$ cat config.mk
export PLATFORM = sky130hd
export DESIGN_NAME = envelope_mixer
export DESIGN_NICKNAME = d
export VERILOG_FILES = /design/src/rtl/piano_pkg.sv /design/src/rtl/voice_envelope.sv /design/src/rtl/envelope_mixer.sv
export SDC_FILE = /design/constraint.sdc
export NUM_CORES = 1
export LEC_CHECK = 0
export ABC_AREA = 1
export CAP_MARGIN = 20
export CORE_MARGIN = 4
export CORE_UTILIZATION = 55
export DETAILED_ROUTE_END_ITERATION = 16
export PLACE_DENSITY = 0.73
export SYNTH_ARGS = -nofsm -noshare
export SYNTH_HDL_FRONTEND = slang
export SYNTH_HIERARCHICAL = 1
export SYNTH_SLANG_ARGS = --single-unit
$ cat constraint.sdc
create_clock -name clk -period 2.7 [get_ports clk]
set_input_delay 0.54 -clock clk [delete_from_list [all_inputs] [get_ports clk]]
set_output_delay 0.54 -clock clk [all_outputs]
set_load 0.02 [all_outputs]
$ cat src/rtl/piano_pkg.sv
// Shared envelope types, default step constants and width helper for the envelope mixer.
// The saturating output option is selected by ENVELOPE_MIXER_SATURATE_EN.
package piano_pkg;

    typedef enum logic [1:0] {
        IDLE    = 2'd0,
        ATTACK  = 2'd1,
        SUSTAIN = 2'd2,
        RELEASE = 2'd3
    } env_state_t;

    localparam int DEFAULT_SHIFT_MAX    = 8;
    localparam int DEFAULT_ATTACK_STEP  = 4;
    localparam int DEFAULT_RELEASE_STEP = 8;

    // Bits needed to hold an attenuation shift in 0..shift_max.
    function automatic int shift_w(input int shift_max);
        return $clog2(shift_max + 1);
    endfunction

endpackage

$ cat src/rtl/voice_envelope.sv
// One voice: gate edge detector, attack/sustain/release FSM with step counter,
// and the registered stage-1 attenuated contribution.
module voice_envelope
    import piano_pkg::*;
#(
    parameter int SAMPLE_W     = 8,
    parameter int SHIFT_MAX    = DEFAULT_SHIFT_MAX,
    parameter int ATTACK_STEP  = DEFAULT_ATTACK_STEP,
    parameter int RELEASE_STEP = DEFAULT_RELEASE_STEP
) (
    input  logic                clk,
    input  logic                reset_n,
    input  logic                gate_i,
    input  logic [SAMPLE_W-1:0] sample_i,
    output logic [SAMPLE_W-1:0] contrib_o,
    output logic                active_o
);

    localparam int SHIFT_W  = shift_w(SHIFT_MAX);
    localparam int MAX_STEP = (ATTACK_STEP > RELEASE_STEP) ? ATTACK_STEP : RELEASE_STEP;
    localparam int CNT_W    = (MAX_STEP > 1) ? $clog2(MAX_STEP) : 1;

    localparam logic [SHIFT_W-1:0] SHIFT_FULL   = SHIFT_W'(SHIFT_MAX);
    localparam logic [CNT_W-1:0]   ATTACK_LAST  = CNT_W'(ATTACK_STEP - 1);
    localparam logic [CNT_W-1:0]   RELEASE_LAST = CNT_W'(RELEASE_STEP - 1);

    env_state_t          state_q, state_d;
    logic [SHIFT_W-1:0]  shift_q, shift_d;
    logic [CNT_W-1:0]    cnt_q, cnt_d;
    logic                gate_q;
    logic [SAMPLE_W-1:0] contrib_q, contrib_d;
    logic                active_q, active_d;
    logic                rise, fall;

    assign rise = gate_i & ~gate_q;
    assign fall = ~gate_i & gate_q;

    // NOTE: every state register updates with <= so all flops sample the same pre-edge values.
    always_ff @(posedge clk or negedge reset_n) begin
        if (!reset_n) begin
            state_q   <= IDLE;
            shift_q   <= SHIFT_FULL;
            cnt_q     <= '0;
            gate_q    <= 1'b0;
            contrib_q <= '0;
            active_q  <= 1'b0;
        end else begin
            state_q   <= state_d;
            shift_q   <= shift_d;
            cnt_q     <= cnt_d;
            gate_q    <= gate_i;
            contrib_q <= contrib_d;
            active_q  <= active_d;
        end
    end

    // NOTE: every signal driven here gets a default first, so no path can infer a latch.
    always_comb begin
        state_d   = state_q;
        shift_d   = shift_q;
        cnt_d     = cnt_q;
        contrib_d = (state_q == IDLE) ? '0 : (sample_i >> shift_q);
        active_d  = (state_q != IDLE);

        unique case (state_q)
            IDLE: begin
                cnt_d = '0;
                if (rise) begin
                    state_d = ATTACK;
                    shift_d = SHIFT_FULL;
                end
            end
            ATTACK: begin
                // A gate edge outranks a step landing on the same clock.
                if (fall) begin
                    state_d = RELEASE;
                    cnt_d   = '0;
                end else if (cnt_q == ATTACK_LAST) begin
                    cnt_d   = '0;
                    shift_d = (shift_q == '0) ? '0 : shift_q - 1'b1;
                    if (shift_d == '0) state_d = SUSTAIN;
                end else begin
                    cnt_d = cnt_q + 1'b1;
                end
            end
            SUSTAIN: begin
                cnt_d = '0;
                if (fall) state_d = RELEASE;
            end
            RELEASE: begin
                if (rise) begin
                    state_d = ATTACK;
                    cnt_d   = '0;
                end else if (cnt_q == RELEASE_LAST) begin
                    cnt_d   = '0;
                    shift_d = (shift_q >= SHIFT_FULL) ? SHIFT_FULL : shift_q + 1'b1;
                    if (shift_d == SHIFT_FULL) state_d = IDLE;
                end else begin
                    cnt_d = cnt_q + 1'b1;
                end
            end
            default: state_d = IDLE;
        endcase
    end

    assign contrib_o = contrib_q;
    assign active_o  = active_q;

endmodule

$ cat src/rtl/envelope_mixer.sv
// Polyphonic envelope-and-mix stage: per-voice envelopes, summing tree and output register.
// Define ENVELOPE_MIXER_SATURATE_EN to clip the sum instead of scaling it down.
module envelope_mixer
    import piano_pkg::*;
#(
    parameter int VOICES       = 3,
    parameter int SAMPLE_W     = 8,
    parameter int SHIFT_MAX    = DEFAULT_SHIFT_MAX,
    parameter int ATTACK_STEP  = DEFAULT_ATTACK_STEP,
    parameter int RELEASE_STEP = DEFAULT_RELEASE_STEP
) (
    input  logic                       clk,
    input  logic                       reset_n,
    input  logic [VOICES-1:0]          gate,
    input  logic [VOICES*SAMPLE_W-1:0] voice_sample,
    output logic [SAMPLE_W-1:0]        wave,
    output logic [VOICES-1:0]          active
);

    localparam int LOG_V = $clog2(VOICES);
    localparam int SUM_W = SAMPLE_W + LOG_V;

    logic [VOICES-1:0][SAMPLE_W-1:0] contrib;
    logic [SUM_W-1:0]                sum_d;
    logic [SAMPLE_W-1:0]             wave_q, wave_d;

    for (genvar v = 0; v < VOICES; v++) begin : g_voice
        voice_envelope #(
            .SAMPLE_W    (SAMPLE_W),
            .SHIFT_MAX   (SHIFT_MAX),
            .ATTACK_STEP (ATTACK_STEP),
            .RELEASE_STEP(RELEASE_STEP)
        ) u_voice (
            .clk      (clk),
            .reset_n  (reset_n),
            .gate_i   (gate[v]),
            .sample_i (voice_sample[v*SAMPLE_W +: SAMPLE_W]),
            .contrib_o(contrib[v]),
            .active_o (active[v])
        );
    end

    always_comb begin
        sum_d = '0;
        for (int v = 0; v < VOICES; v++) begin
            sum_d = sum_d + SUM_W'(contrib[v]);
        end
    end

`ifdef ENVELOPE_MIXER_SATURATE_EN
    localparam logic [SUM_W-1:0] SAT_MAX = SUM_W'({SAMPLE_W{1'b1}});

    always_comb begin
        wave_d = (sum_d > SAT_MAX) ? '1 : sum_d[SAMPLE_W-1:0];
    end
`else
    // Dividing by the next power of two at or above VOICES cannot overflow SAMPLE_W.
    always_comb begin
        wave_d = SAMPLE_W'(sum_d >> LOG_V);
    end
`endif

    always_ff @(posedge clk or negedge reset_n) begin
        if (!reset_n) wave_q <= '0;
        else          wave_q <= wave_d;
    end

    assign wave = wave_q;

endmodule

## After elaboration in Yosys (flattened, before gate mapping)

Cells that the tools add are included.

- Register bits: 65
- Input bits: 29
- Output and inout port bits: 11

- $add $sub $neg: 11
- Order comparisons: 3
- Eq/ne operators: 48
- Shift operators: 3
- Muxes and demuxes: 69
- Bitwise operators: 12
- Reduce and logical (&&, ||, !) cells: 24

Operators by type and width:

| kind | number |
|---|---|
| 2-to-1 mux 4 bit | 21 |
| 2-to-1 mux 2 bit | 24 |
| 2-to-1 mux 3 bit | 12 |
| != test 3 x 1 -> 1 bit, second input constant | 12 |
| case mux 4 bit (3 select lines) | 3 |
| AND reduction 6 bit | 6 |
| case mux 3 bit (3 select lines) | 3 |
| zero test 4 bit | 6 |
| 2-to-1 mux 8 bit | 3 |
| != test 2 x 1 -> 1 bit, second input constant | 12 |
| case mux 2 bit (4 select lines) | 3 |
| >> shifter 8 x 4 -> 8 bit | 3 |
| adder 4 x 1 -> 4 bit, second input constant | 3 |
| == test 2 bit, second input constant | 6 |
| == test 4 bit, second input constant | 3 |
| greater-or-equal comparator 4 bit, second input constant | 3 |
| != test 2 bit, second input constant | 6 |
| subtractor 4 x 1 -> 4 bit, second input constant | 3 |
| adder 9 x 8 -> 10 bit | 1 |
| adder 3 x 1 -> 3 bit, second input constant | 3 |
| adder 8 x 8 -> 9 bit | 1 |
| == test 3 x 2 -> 1 bit, second input constant | 3 |
| == test 3 bit, second input constant | 3 |
| nonzero test 3 bit | 3 |
| other kinds (6) | 24 |

## Longest topological paths before layout

Gate-level depths: netlist (run 1).

- Word-level depth: 7
- Depth in mapped cells: 13

## Modules after synthesis

The synthesis (run 1) kept the hierarchy.

By module, submodules not included:

| module | instances | cells each | area each (sq um) | sequential area each (sq um) |
|---|---|---|---|---|
| voice_envelope (g_voice[0].u_voice) | 1 | 164 | 1271.2 | 476.7 |
| voice_envelope (g_voice[2].u_voice) | 1 | 168 | 1244.9 | 476.7 |
| voice_envelope (g_voice[1].u_voice) | 1 | 164 | 1237.4 | 476.7 |
| envelope_mixer | 1 | 82 | 724.4 | 200.2 |

## Worst setup path before layout (run 1)

No wires, ideal clock.

- Path type: register to register
- From: register g_voice[0].u_voice.contrib_q[2]
- To: register wave_q[5] (netlist: wave[5])
- Setup time: 0.124 ns
- Data arrival time: 1.757 ns
- Data required time: 2.576 ns
- Path slack: 0.819 ns
- Cell stages (with the launch flop): 8
- Period minus slack after synthesis: 1.881 ns
- Path through: dfrtp_1 -> fa_1 -> fa_1 -> nand3_1 -> nand2_2 -> nand2_1 -> nand2_1 -> xor2_1

- Longest elaborated chain between the ends: 2

Ends and longest elaborated chain:

| element | RTL line | RTL |
|---|---|---|
| start, declared | voice_envelope.sv:31 | `logic [SAMPLE_W-1:0] contrib_q, contrib_d;` |
| start signal, assigned | voice_envelope.sv:52 | `contrib_q <= contrib_d;` |
| adder 8 x 8 -> 9 bit | envelope_mixer.sv:46 | `sum_d = sum_d + SUM_W'(contrib[v]);` |
| adder 9 x 8 -> 10 bit | envelope_mixer.sv:46 |  |
| named net sum_d[7] | envelope_mixer.sv:24 | `logic [SUM_W-1:0] sum_d;` |
| end signal, assigned | envelope_mixer.sv:65 | `else wave_q <= wave_d;` |
| end, declared | envelope_mixer.sv:25 | `logic [SAMPLE_W-1:0] wave_q, wave_d;` |

The timed path passes the listed nets, and every way through them passes these cells.
A chain may end at the register's enable or synchronous reset.

## Final worst setup path (run 1)

- From: register g_voice[0].u_voice.shift_q[1]
- To: register g_voice[0].u_voice.state_q[0]

- Longest elaborated chain between the ends: 5
- Elaborated cells between the ends (all ways): 11
- Classes of those cells: 2 x add/sub; 1 x order compare; 3 x eq/ne; 2 x mux; 3 x reduce/logical

Ends and longest elaborated chain:

| element | RTL line | RTL |
|---|---|---|
| start, declared | voice_envelope.sv:28 | `logic [SHIFT_W-1:0] shift_q, shift_d;` |
| start signal, assigned | voice_envelope.sv:49 | `shift_q <= shift_d;` |
| adder 4 x 1 -> 4 bit (tied with other cells) | voice_envelope.sv:96 | `shift_d = (shift_q >= SHIFT_FULL) ? SHIFT_FULL : shift_q + 1'b1;` |
| 2-to-1 mux 4 bit (on tied branches) | voice_envelope.sv:96, voice_envelope.sv:80 |  |
| == test 4 bit / zero test 4 bit (equally long branches) | voice_envelope.sv:97, voice_envelope.sv:81 |  |
| != test 3 x 1 -> 1 bit (no source line) | n/a |  |
| AND reduction 6 bit (no source line) * | n/a |  |
| end signal, assigned | voice_envelope.sv:48 | `state_q <= state_d;` |
| end, declared | voice_envelope.sv:27 | `env_state_t state_q, state_d;` |

Every way passes the cells marked *; elsewhere a longest branch is shown, timed or not.

==> results of run 1 <==
[cell type report]
class                   count  share of cell area (%)
clock buffers              12                    3.03
clock inverters             3                   0.781
inverters                  77                    5.69
multi-input cells         426                    48.3
flip-flops and latches     65                    31.8
well taps                 102                    2.49
repair buffers             40                    7.91
[routing by layer]
| layer | vias up | track usage (%) |
|---|---|---|
| met5 | - | 0 |
| li1 | 1925 | - |
| met3 | 10 | 3.64 |
| met1 | 1711 | 26.8 |
| met2 | 62 | 33.1 |
| met4 | 0 | 6.30 |
[power groups by stage]
stage | clock (uW) | combinational [uW] | sequential, uW
floorplan | 0 | 2540 | 1610
global placement | 0 | 3080 | 1670
detailed placement | 0 | 3160 | 1690
CTS | 848 | 3180 | 1670
global route | 900 | 3650 | 1730
finish | 827 | 3180 | 1670
[cells in the final DEF, fill, tap and decap left out, types with 3 or more instances in the layout]
master	netlist	routed
clkbuf_8	0	11
clkdlybuf4s50_1	0	38
ha_1	38	38
mux2i_1	6	6
inv_1	56	56
clkinv_1	3	3
nand3_1	36	36
xor2_1	4	4
fa_1	8	8
dfrtp_1	62	62
nand2_2	20	20
o2111ai_1	4	4
nor2_1	59	59
o21ai_0	21	21
nand2_1	163	163
o22ai_1	8	8
a21oi_1	15	15
dfstp_2	3	3
inv_2	17	17
nor2_2	7	7
o21ai_1	8	8
[flip-flops by register name, indices dropped and copies added, names as in the netlist]
signal	count
g_voice.u_voice/cnt_q	9
g_voice.u_voice/shift_q	12
g_voice.u_voice/contrib_o	24
g_voice.u_voice/active_o	3
wave	8
g_voice.u_voice/gate_q	3
g_voice.u_voice/state_q	6
[worst max-delay path: stages (launching register included)]
cell	delay (ns)
dfrtp_1	0.51
clkinv_1	0.32
ha_1	0.33
nor2_1	0.16
nor2_1	0.06
nand2_1	0.07
nand2_1	0.05
nor2_1	0.08
nand2_1	0.07
nand2_2	0.09
nand2_2	0.06
nand2_1	0.05
nand2_1	0.05
[per-stage QoR]
step,utilization [%],setup WS (ns),total power [uW],hold slack (ns),instances
4_1_cts,65.7,0.717,5700,0.208,725
3_3_place_gp,63.2,0.767,4750,0.419,710
6_report,65.7,0.689,5680,0.199,725
3_5_place_dp,63.2,0.725,4850,0.429,710
2_1_floorplan,-,0.819,4140,0.244,578
5_1_grt,65.7,0.426,6280,0.224,725
[worst max path at each step]
stage                                           endpoint  slack (ns)  cells after the start
6_report       g_voice[0].u_voice/state_q[0]$_DFFE_PN0P_        0.69                     12
3_3_place_gp   g_voice[2].u_voice/state_q[0]$_DFFE_PN0P_        0.77                     10
2_1_floorplan                          wave[5]$_DFF_PN0_        0.82                      7
3_5_place_dp   g_voice[0].u_voice/shift_q[2]$_DFFE_PN0P_        0.73                     10
5_1_grt        g_voice[0].u_voice/state_q[1]$_DFFE_PN0P_        0.43                     12
4_1_cts        g_voice[0].u_voice/state_q[0]$_DFFE_PN0P_        0.72                     12
[logic make-up after synthesis]
kind of cell,count (synthesis),synth area share [%]
adder cells (fa/ha/maj),46,14.2
AND/OR/NAND/NOR,298,29.3
flip-flops,65,36.4
multiplexers,6,1.34
buffers and inverters,87,8.27
AO/OA/AOI/OAI,72,9.70
XOR/XNOR,4,0.782
==> impl_metrics.py, run 1 <==
metrics = {
    "clock_tree": {
        "cts_sinks": 65,
        "post_cts_buffers": 0,
        "clockBufferDepth": 2,
        "cts_buffers": 9,
        "hold_buffers": 0,
        "cts_tree": "yes",
        "clk_pin_slew_ns": 0.08,
        "h-tree-depth": 3,
        "postCtsResizedCells": 0,
        "root_buffer": "clkbuf_8",
        "worstSkewPairLatency_ns": 0.34,
    },
    "floorplanning": {
        "ios": 40,
        "rows": 32,
        "die_h_um": 98.2,
        "die_w_um": 98.2,
        "start_util_pct": 57.4,
        "dieArea_um2": 9650,
        "core_um2": 7810,
    },
    "detailed_routing": {
        "vias_per_cell": 5.11,
        "route.met3.wl_um": 351,
        "dr_wl_met2_mm": 4.47,
        "vias": 3708,
        "dr.max_layer_used": "met4",
        "drc": 0,
        "drt-initial-drc-count": 157,
        "wirelength_met1_mm": 4.10,
        "ant_nets": 0,
        "finalWirelength_mm": 9.07,
        "firstDrtPassIters": 4,
        "wl_per_cell_um": 12.5,
    },
    "power_and_ir_drop": {
        "clockPowerShare_pct": 14.6,
        "p_sw_share_pct": 46.9,
        "p_int_uw": 3020,
        "p_sw_uw": 2660,
        "power_frac_seq_pct": 29.4,
        "combPwrFrac_pct": 56.1,
        "power.leakage_uw": 0.00266,
        "power.density_nw_per_um2": 1110,
        "vdd_drop_max_uv": 457,
    },
    "yosys": {
        "synth-seq-cells": 65,
        "synthCells": 578,
        "synth_top_cell_by_area": "dfrtp_1",
        "synth_fp_nets": 653,
        "synth.distinct_cells": 42,
        "yosysMostFrequentCell": "nand2_1",
        "synthArstFlopShare_pct": 100,
        "syn_area_um2": 4480,
        "synth-edff-count": 0,
        "synthTopCellsByArea": "dfrtp_1 (35%), nand2_1 (14%), ha_1 (11%)",
        "yosysWarnings": 6,
        "ys.flop_type": "dfrtp_1",
        "seq_area_frac_synth_pct": 36.4,
        "synth_top_cell_area_share_pct": 34.6,
        "synth_commonest_cells": "nand2_1 (163), dfrtp_1 (62), nor2_1 (59)",
        "synth_area_per_cell_um2": 7.75,
    },
    "finish": {
        "multi_input_area_um2": 2480,
        "nNetsFinal": 694,
        "drive_above_1_share_pct": 12.0,
        "synthToLayoutAreaGrowth_pct": 14.5,
        "seq_area_um2": 1630,
        "fillers": 673,
        "postLayoutCellArea_um2": 5130,
        "n_antenna_cell": 0,
    },
    "grt": {
        "grt_use_total_pct": 20.0,
        "grt_start_max_net_pins": 43,
        "grt_pass1_vias": 3509,
        "gr-total-overflow": 0,
        "antenna_found_initial": 0,
        "grt_pass1_wl_mm": 15.8,
    },
    "critical_path": {
        "crit_fanout": 10,
        "cp.arrival_ns": 2.23,
        "worstSetupEndpointType": "flop",
        "path_class": "reg -> reg",
        "crit_start": "g_voice[0].u_voice/shift_q[1]$_DFFE_PN0P_",
        "r2r_slack_ns": 0.69,
        "timing.rr.end": "g_voice[0].u_voice/state_q[0]$_DFFE_PN0P_",
        "required_ns": 2.92,
        "start_kind": "flop",
        "worst_r2r_path_depth": 12,
        "reg2reg_from": "g_voice[0].u_voice/shift_q[1]$_DFFE_PN0P_",
    },
    "status": {
        "status": "finished, final reports clean",
    },
    "placed_design": {
        "place.gp.congestion": 0.836,
        "dpl_cell_area_um2": 4930,
        "io_buffers": 39,
        "dp_hpwl_mm": 7.04,
    },
    "sta": {
        "drv_slew": 0,
        "finalHoldViolations": 0,
        "grt_setup_unrepaired": "false",
        "report.final.setup_viol": 0,
        "worst_pin_slew_ns": 0.598,
        "finalCritPeriodShare_pct": 74.5,
        "period_needed_ns": 2.01,
        "tns_ns": 0,
        "finClkSkew_ns": 0.0119,
        "max_slew_margin_pct": 60.1,
        "fmax_mhz": 497,
    },
    "job": {
        "cap_violations": 0,
    },
    "worst_hold_path": {
        "hp-class": "in -> async",
    },
}
(Power assumes the default switching activity.)
==> run 2, diff against run 1 <==
- CORE_UTILIZATION: 55 -> 53
- clock period: 2.7 -> 1.8 ns (I/O delays scaled with it)
==> run 2 against run 1 <==
Net effect: the flow now finishes with violations (negative setup slack); critical path depth down 3; die area up 3.5%; non-clock buffer count up 19; first-iteration DRC count down 20%; cell count up 3.2%; sequential cell count unchanged; sequential share of layout area down 1.5 points; design area up 5.0%; combinational power up 70%; sequential power up 45%; critical path type unchanged; critical endpoint is now wave[5]$_DFF_PN0_; largest cell class unchanged; highest routed layer unchanged.
==> impl_metrics.py, run 2 (synthesis results as in run 1) <==
metrics = {
    "status": {
        "status": "finished with violations",
        "violations": "negative setup slack",
    },
    "placed_design": {
        "dp_hpwl_mm": 7.22,
        "io_buffers": 39,
        "dp_cells": 729,
        "place.gp.congestion": 0.852,
        "place_ws_ns": -0.103,
    },
    "floorplanning": {
        "dieArea_um2": 9980,
        "ios": 40,
        "start_util_pct": 54.5,
        "die_h_um": 99.9,
        "die_w_um": 99.9,
        "rows": 33,
        "core_um2": 8220,
    },
    "finish": {
        "nNetsFinal": 713,
        "n_antenna_cell": 0,
        "fillers": 698,
        "largest_register_ffs": 24,
        "multi_input_area_um2": 2550,
        "fin_cells": 748,
        "layout_commonest_cell": "nand2_1",
        "seq_area_um2": 1630,
        "synthToLayoutAreaGrowth_pct": 20.2,
        "drive_above_1_share_pct": 17.4,
        "mostFrequentLayoutCells": "nand2_1 (161), dfrtp_1 (60), nor2_1 (58), inv_1 (53), clkdlybuf4s50_1 (38)",
    },
    "sta": {
        "max_slew_margin_pct": 76.4,
        "worst_pin_slew_ns": 0.355,
        "grt_setup_unrepaired": "true",
        "finalHoldViolations": 0,
        "finClkSkew_ns": 0.0200,
        "worst_slack_ns": -0.0957,
        "report.final.setup_viol": 2,
        "period_needed_ns": 1.90,
        "fmax_mhz": 528,
        "drv_slew": 0,
        "finalCritPeriodShare_pct": 105,
    },
    "clock_tree": {
        "clk_pin_slew_ns": 0.09,
        "cts_sinks": 65,
        "worstSkewPairLatency_ns": 0.35,
        "clockBufferDepth": 2,
        "h-tree-depth": 3,
        "cts_tree": "yes",
        "cts_buffers": 9,
        "root_buffer": "clkbuf_8",
    },
    "critical_path": {
        "path_buf_inv": 1,
        "start_kind": "flop",
        "critPathMaxStageDelay_ns": 0.59,
        "cp.arrival_ns": 2.14,
        "cp_cell_sequence": "inv_2 > fa_1 > a21oi_2 > fa_2 > nand3_2 > nand2_2 > nand2_1 > nand2_1 > xor2_1",
        "crit_fanout": 3,
        "crit_top_cell": "nand2_1",
        "cp_slowest_cell": "fa_1",
        "worstSetupEndpointType": "flop",
        "path_class": "reg -> reg",
        "required_ns": 2.05,
        "cpLargestDelayFamily": "adder cells",
    },
    "power_and_ir_drop": {
        "p_sw_share_pct": 45.6,
        "power_frac_seq_pct": 26.2,
        "vdd_drop_max_uv": 1020,
        "power.leakage_uw": 0.00274,
        "combPwrFrac_pct": 58.6,
        "p_total_uw": 9230,
        "power.density_nw_per_um2": 1710,
        "p_int_uw": 5020,
        "p_sw_uw": 4210,
        "clockPowerShare_pct": 15.2,
    },
    "detailed_routing": {
        "drt-initial-drc-count": 125,
        "wl_per_cell_um": 12.4,
        "firstDrtPassIters": 5,
        "vias_per_cell": 5.11,
        "vias": 3820,
        "finalWirelength_mm": 9.31,
        "drc": 0,
        "ant_nets": 0,
    },
    "worst_hold_path": {
        "hp-class": "reg -> reg",
    },
    "grt": {
        "antenna_found_initial": 0,
        "grt_pass1_wl_mm": 15.8,
        "grt_use_total_pct": 19.6,
        "grt_start_max_net_pins": 54,
        "gr-total-overflow": 0,
        "grt_pass1_vias": 3670,
    },
    "job": {
        "cap_violations": 0,
    },
}
[run 2: cell count changes in the layout (fill, tap and decap cells not counted), moves of 2 or more]
cell / before / now
buf_4: 0 / 18
ha_1: 38 / 34
ha_4: 0 / 4
inv_2: 17 / 21
clkinv_4: 0 / 3
inv_1: 56 / 53
a21oi_1: 15 / 13
a21oi_2: 0 / 2
clkbuf_8: 11 / 9
clkinv_2: 2 / 0
dfrtp_1: 62 / 60
dfrtp_2: 0 / 2
nand2_1: 163 / 161
nand2_2: 20 / 22
[run 2: final timing paths]
kind	startpoint	to	slack, ns	depth (start not counted)
worst max-delay path	g_voice[0].u_voice/contrib_o[1]$_DFF_PN0_	wave[5]$_DFF_PN0_	-0.1	9
worst min-delay path	g_voice[2].u_voice/cnt_q[0]$_DFF_PN0_	g_voice[2].u_voice/cnt_q[0]$_DFF_PN0_	0.44	1
min in group asynchronous	reset_n	g_voice[0].u_voice/active_o$_DFF_PN0_	0.45	2
max in group asynchronous	reset_n	g_voice[1].u_voice/shift_q[3]$_DFFE_PN1P_	0.70	3
worst min register to register	g_voice[2].u_voice/cnt_q[0]$_DFF_PN0_	g_voice[2].u_voice/cnt_q[0]$_DFF_PN0_	0.44	1
worst max register to register	g_voice[0].u_voice/contrib_o[1]$_DFF_PN0_	wave[5]$_DFF_PN0_	-0.1	9
[run 2: metal layers]
metal  global-route usage, %  vias to the layer above  part of all wire, %
li1                        -                     1968                    -
met1                    24.1                     1763                   44
met2                    34.1                       76                   50
met3                    4.38                       13                  4.3
met4                    6.30                        0                  1.7
met5                       0                        -                    0
[run 2: per-stage QoR]
stage,util [%],hold slack (ns),area (um^2),TNS [ns]
after global placement,61.8,0.288,5080,-0.0479
final,65.5,0.436,5380,-0.107
after CTS,65.3,0.438,5370,-0.0992
after detailed placement,61.8,0.289,5080,-0.311
after global routing,65.5,0.454,5380,-0.468
after floorplan,-,0.0644,4500,0
[run 2: final cells by class]
class                           count  area share, %
Clock inverter                      7           1.91
Inverter                           77           5.42
Clock buffer                        9           2.30
Sequential cell                    65           30.3
Multi-Input combinational cell    426           47.4
Timing Repair Buffer               59           10.2
Tap cell                          105           2.44
[run 2: what timing repair did]
| item | 4_1_cts | 5_1_grt |
|---|---|---|
| setup buffers | 1 | 1 |
| hold buffers | 1 | 0 |
| gates resized for setup | 6 | 8 |
| pin swaps | 4 | 7 |
| endpoints found under the setup margin | 4 | 11 |
| endpoints found under the hold margin | 12 | 0 |
[run 2: worst reg2reg max path, cell delays in order (launching register included)]
cell	delay, ns
dfrtp_1	0.35
inv_2	0.04
fa_1	0.59
a21oi_2	0.05
fa_2	0.35
nand3_2	0.07
nand2_2	0.07
nand2_1	0.07
nand2_1	0.05
xor2_1	0.15
[run 2: power groups by stage]
stage | Sequential (uW) | Combinational, uW | Clock [uW]
final | 2420 | 5410 | 1410
after global routing | 2500 | 6100 | 1490
after CTS | 2420 | 5360 | 1430
after detailed placement | 2440 | 5160 | 0
after global placement | 2420 | 5020 | 0
after floorplan | 2410 | 3870 | 0
==> run 3, diff against run 2 <==
--- a/config.mk
+++ b/config.mk
@@ -8,5 +8,6 @@
 export ABC_AREA = 1
-export CAP_MARGIN = 20
+export CELL_PAD_IN_SITES_DETAIL_PLACEMENT = 1
+export CELL_PAD_IN_SITES_GLOBAL_PLACEMENT = 1
 export CORE_MARGIN = 4
-export CORE_UTILIZATION = 53
+export CORE_UTILIZATION = 39
 export DETAILED_ROUTE_END_ITERATION = 16
==> constraint.sdc (replaced) <==
create_clock -name clk -period 1.8 [get_ports clk]
set_input_delay 0.27 -clock clk [delete_from_list [all_inputs] [get_ports clk]]
set_output_delay 0.27 -clock clk [all_outputs]
set_load 0.02 [all_outputs]
==> run 3 against run 2 <==
Net effect: wire length rose by 25%; sequential cell count stayed put; setup slack hardly changed; sequential share of layout area fell by 1.2 points; largest power group unchanged; power grew 8.3%; the flow still finishes with violations (negative setup slack); global-route usage down 0.62 points.
==> impl_metrics.py, run 3 (synthesis results as in run 1) <==
metrics = {
    "power_and_ir_drop": {
        "p_sw_share_pct": 45.7,
        "combPwrFrac_pct": 58.0,
        "clockPowerShare_pct": 17.9,
        "power.leakage_uw": 0.00282,
        "p_total_uw": 10000,
        "vdd_drop_max_uv": 786,
        "p_int_uw": 5430,
        "power.density_nw_per_um2": 1790,
        "power_frac_seq_pct": 24.0,
        "p_sw_uw": 4570,
    },
    "detailed_routing": {
        "vias_per_cell": 4.96,
        "wl_per_cell_um": 14.7,
        "ant_nets": 0,
        "firstDrtPassIters": 4,
        "drt-initial-drc-count": 152,
        "vias": 3919,
        "finalWirelength_mm": 11.6,
        "drc": 0,
    },
    "grt": {
        "grt_pass1_wl_mm": 20.1,
        "gr-total-overflow": 0,
        "grt_start_max_net_pins": 66,
        "antenna_found_initial": 0,
        "grt_pass1_vias": 4279,
        "grt_use_total_pct": 19.0,
    },
    "clock_tree": {
        "cts_sinks": 65,
        "h-tree-depth": 3,
        "worstSkewPairLatency_ns": 0.34,
        "root_buffer": "clkbuf_16",
        "cts_buffers": 9,
        "clockBufferDepth": 2,
        "clk_pin_slew_ns": 0.06,
        "cts_tree": "yes",
    },
    "placed_design": {
        "place.gp.congestion": 0.838,
        "dp_cells": 769,
        "io_buffers": 39,
        "place_ws_ns": -0.0864,
        "dp_hpwl_mm": 8.79,
    },
    "worst_hold_path": {
        "hp-class": "in -> reg",
        "holdPathStages": 1,
    },
    "sta": {
        "report.final.setup_viol": 4,
        "worst_slack_ns": -0.0962,
        "fmax_mhz": 527,
        "finalCritPeriodShare_pct": 105,
        "finClkSkew_ns": 0.00633,
        "grt_setup_unrepaired": "true",
        "max_slew_margin_pct": 74.6,
        "period_needed_ns": 1.90,
        "finalHoldViolations": 0,
        "drv_slew": 0,
        "tns_ns": -0.232,
        "worst_pin_slew_ns": 0.382,
    },
    "critical_path": {
        "required_ns": 2.03,
        "start_kind": "flop",
        "path_class": "reg -> reg",
        "worst_r2r_path_depth": 9,
        "r2r_slack_ns": -0.1,
        "cp.arrival_ns": 2.12,
        "cp_slowest_cell": "fa_1",
        "worstSetupEndpointType": "flop",
        "cp_cell_sequence": "inv_2 > fa_1 > a21oi_2 > fa_2 > nand3_2 > nand2_4 > nand2_2 > nand2_1 > xor2_1",
        "crit_fanout": 3,
        "critPathMaxStageDelay_ns": 0.58,
    },
    "finish": {
        "n_antenna_cell": 0,
        "nNetsFinal": 720,
        "largest_register_ffs": 24,
        "synthToLayoutAreaGrowth_pct": 24.9,
        "finish.utilization_pct": 50.7,
        "layout_commonest_cell": "nand2_1",
        "mostFrequentLayoutCells": "nand2_1 (156), dfrtp_1 (61), nor2_1 (58), inv_1 (52), clkdlybuf4s50_1 (38)",
        "drive_above_1_share_pct": 19.4,
        "fin_cells": 790,
        "fillers": 1376,
    },
    "floorplanning": {
        "dieArea_um2": 13300,
        "start_util_pct": 40.6,
        "ios": 40,
        "core_um2": 11000,
        "die_w_um": 115,
        "die_h_um": 115,
        "rows": 38,
    },
    "job": {
        "cap_violations": 0,
    },
    "status": {
        "status": "finished with violations",
        "violations": "negative setup slack",
    },
}
-- run 3: cell types whose count changed in the layout (fill, tap and decap cells not counted), sizes merged --
cell      previous run  this run
buf                 20        27
bufinv               2         1
clkinv               5         6
clkinvlp             1         2
inv                 76        75
-- run 3: cell type report --
class	instances	area [um^2]	share of cell area, %
tap	140	175	3.13
clock inverter	7	80.1	1.43
clock buffer	9	225	4.03
sequential	65	1630	29.2
timing repair buffer	66	603	10.8
multi-input combinational	426	2590	46.2
inverter	77	292	5.21
-- run 3: worst paths after layout --
check                                                                from                                   endpoint
worst max-delay path            g_voice[2].u_voice/contrib_o[1]$_DFF_PN0_                          wave[5]$_DFF_PN0_
worst min-delay path                                              gate[2]        g_voice[2].u_voice/gate_q$_DFF_PN0_
worst max register to register  g_voice[2].u_voice/contrib_o[1]$_DFF_PN0_                          wave[5]$_DFF_PN0_
worst min register to register      g_voice[2].u_voice/cnt_q[0]$_DFF_PN0_      g_voice[2].u_voice/cnt_q[0]$_DFF_PN0_
max in group asynchronous                                         reset_n  g_voice[1].u_voice/shift_q[3]$_DFFE_PN1P_
min in group asynchronous                                         reset_n  g_voice[0].u_voice/shift_q[0]$_DFFE_PN0P_
-- run 3: power by group through the flow --
stage / combinational (uW) / clock, uW / sequential, uW
after CTS: 5720 / 1860 / 2420
after detailed placement: 5480 / 0 / 2440
after global placement: 5270 / 0 / 2400
final: 5800 / 1790 / 2400
after floorplan: 3870 / 0 / 2410
after global routing: 6580 / 1920 / 2480
-- run 3: repair_timing --
item                                    in CTS  in global routing
endpoints found under the hold margin       62                  0
hold buffers                                 1                  0
pin swaps                                    6                  8
endpoints found under the setup margin       4                 11
resized for setup                           11                 12
cloned                                       0                  0
setup buffers                                1                  3
-- run 3: layer usage --
metal	share of wire (%)	track usage (%)	up-vias
met5	0	0	-
met4	1.6	6.49	0
met3	2.5	2.84	16
met2	51	34.3	44
met1	45	22.9	1869
li1	-	-	1990
-- run 3: stage by stage --
step / instance area, um^2 / hold slack [ns]
after floorplan: 4500 / -0.0256
after global placement: 5160 / 0.318
after detailed placement: 5160 / 0.328
after CTS: 5530 / 0.384
after global routing: 5590 / 0.403
final: 5590 / 0.397
-- run 3: worst max-delay path, delay by kind of cell, from the launching register on --
family / cells / cell delay [ns]
compound gates: 1 / 0.05
xor+xnor: 1 / 0.14
fa+ha+maj: 2 / 0.93
buf+inv: 1 / 0.04
flops: 1 / 0.34
simple gates: 4 / 0.29
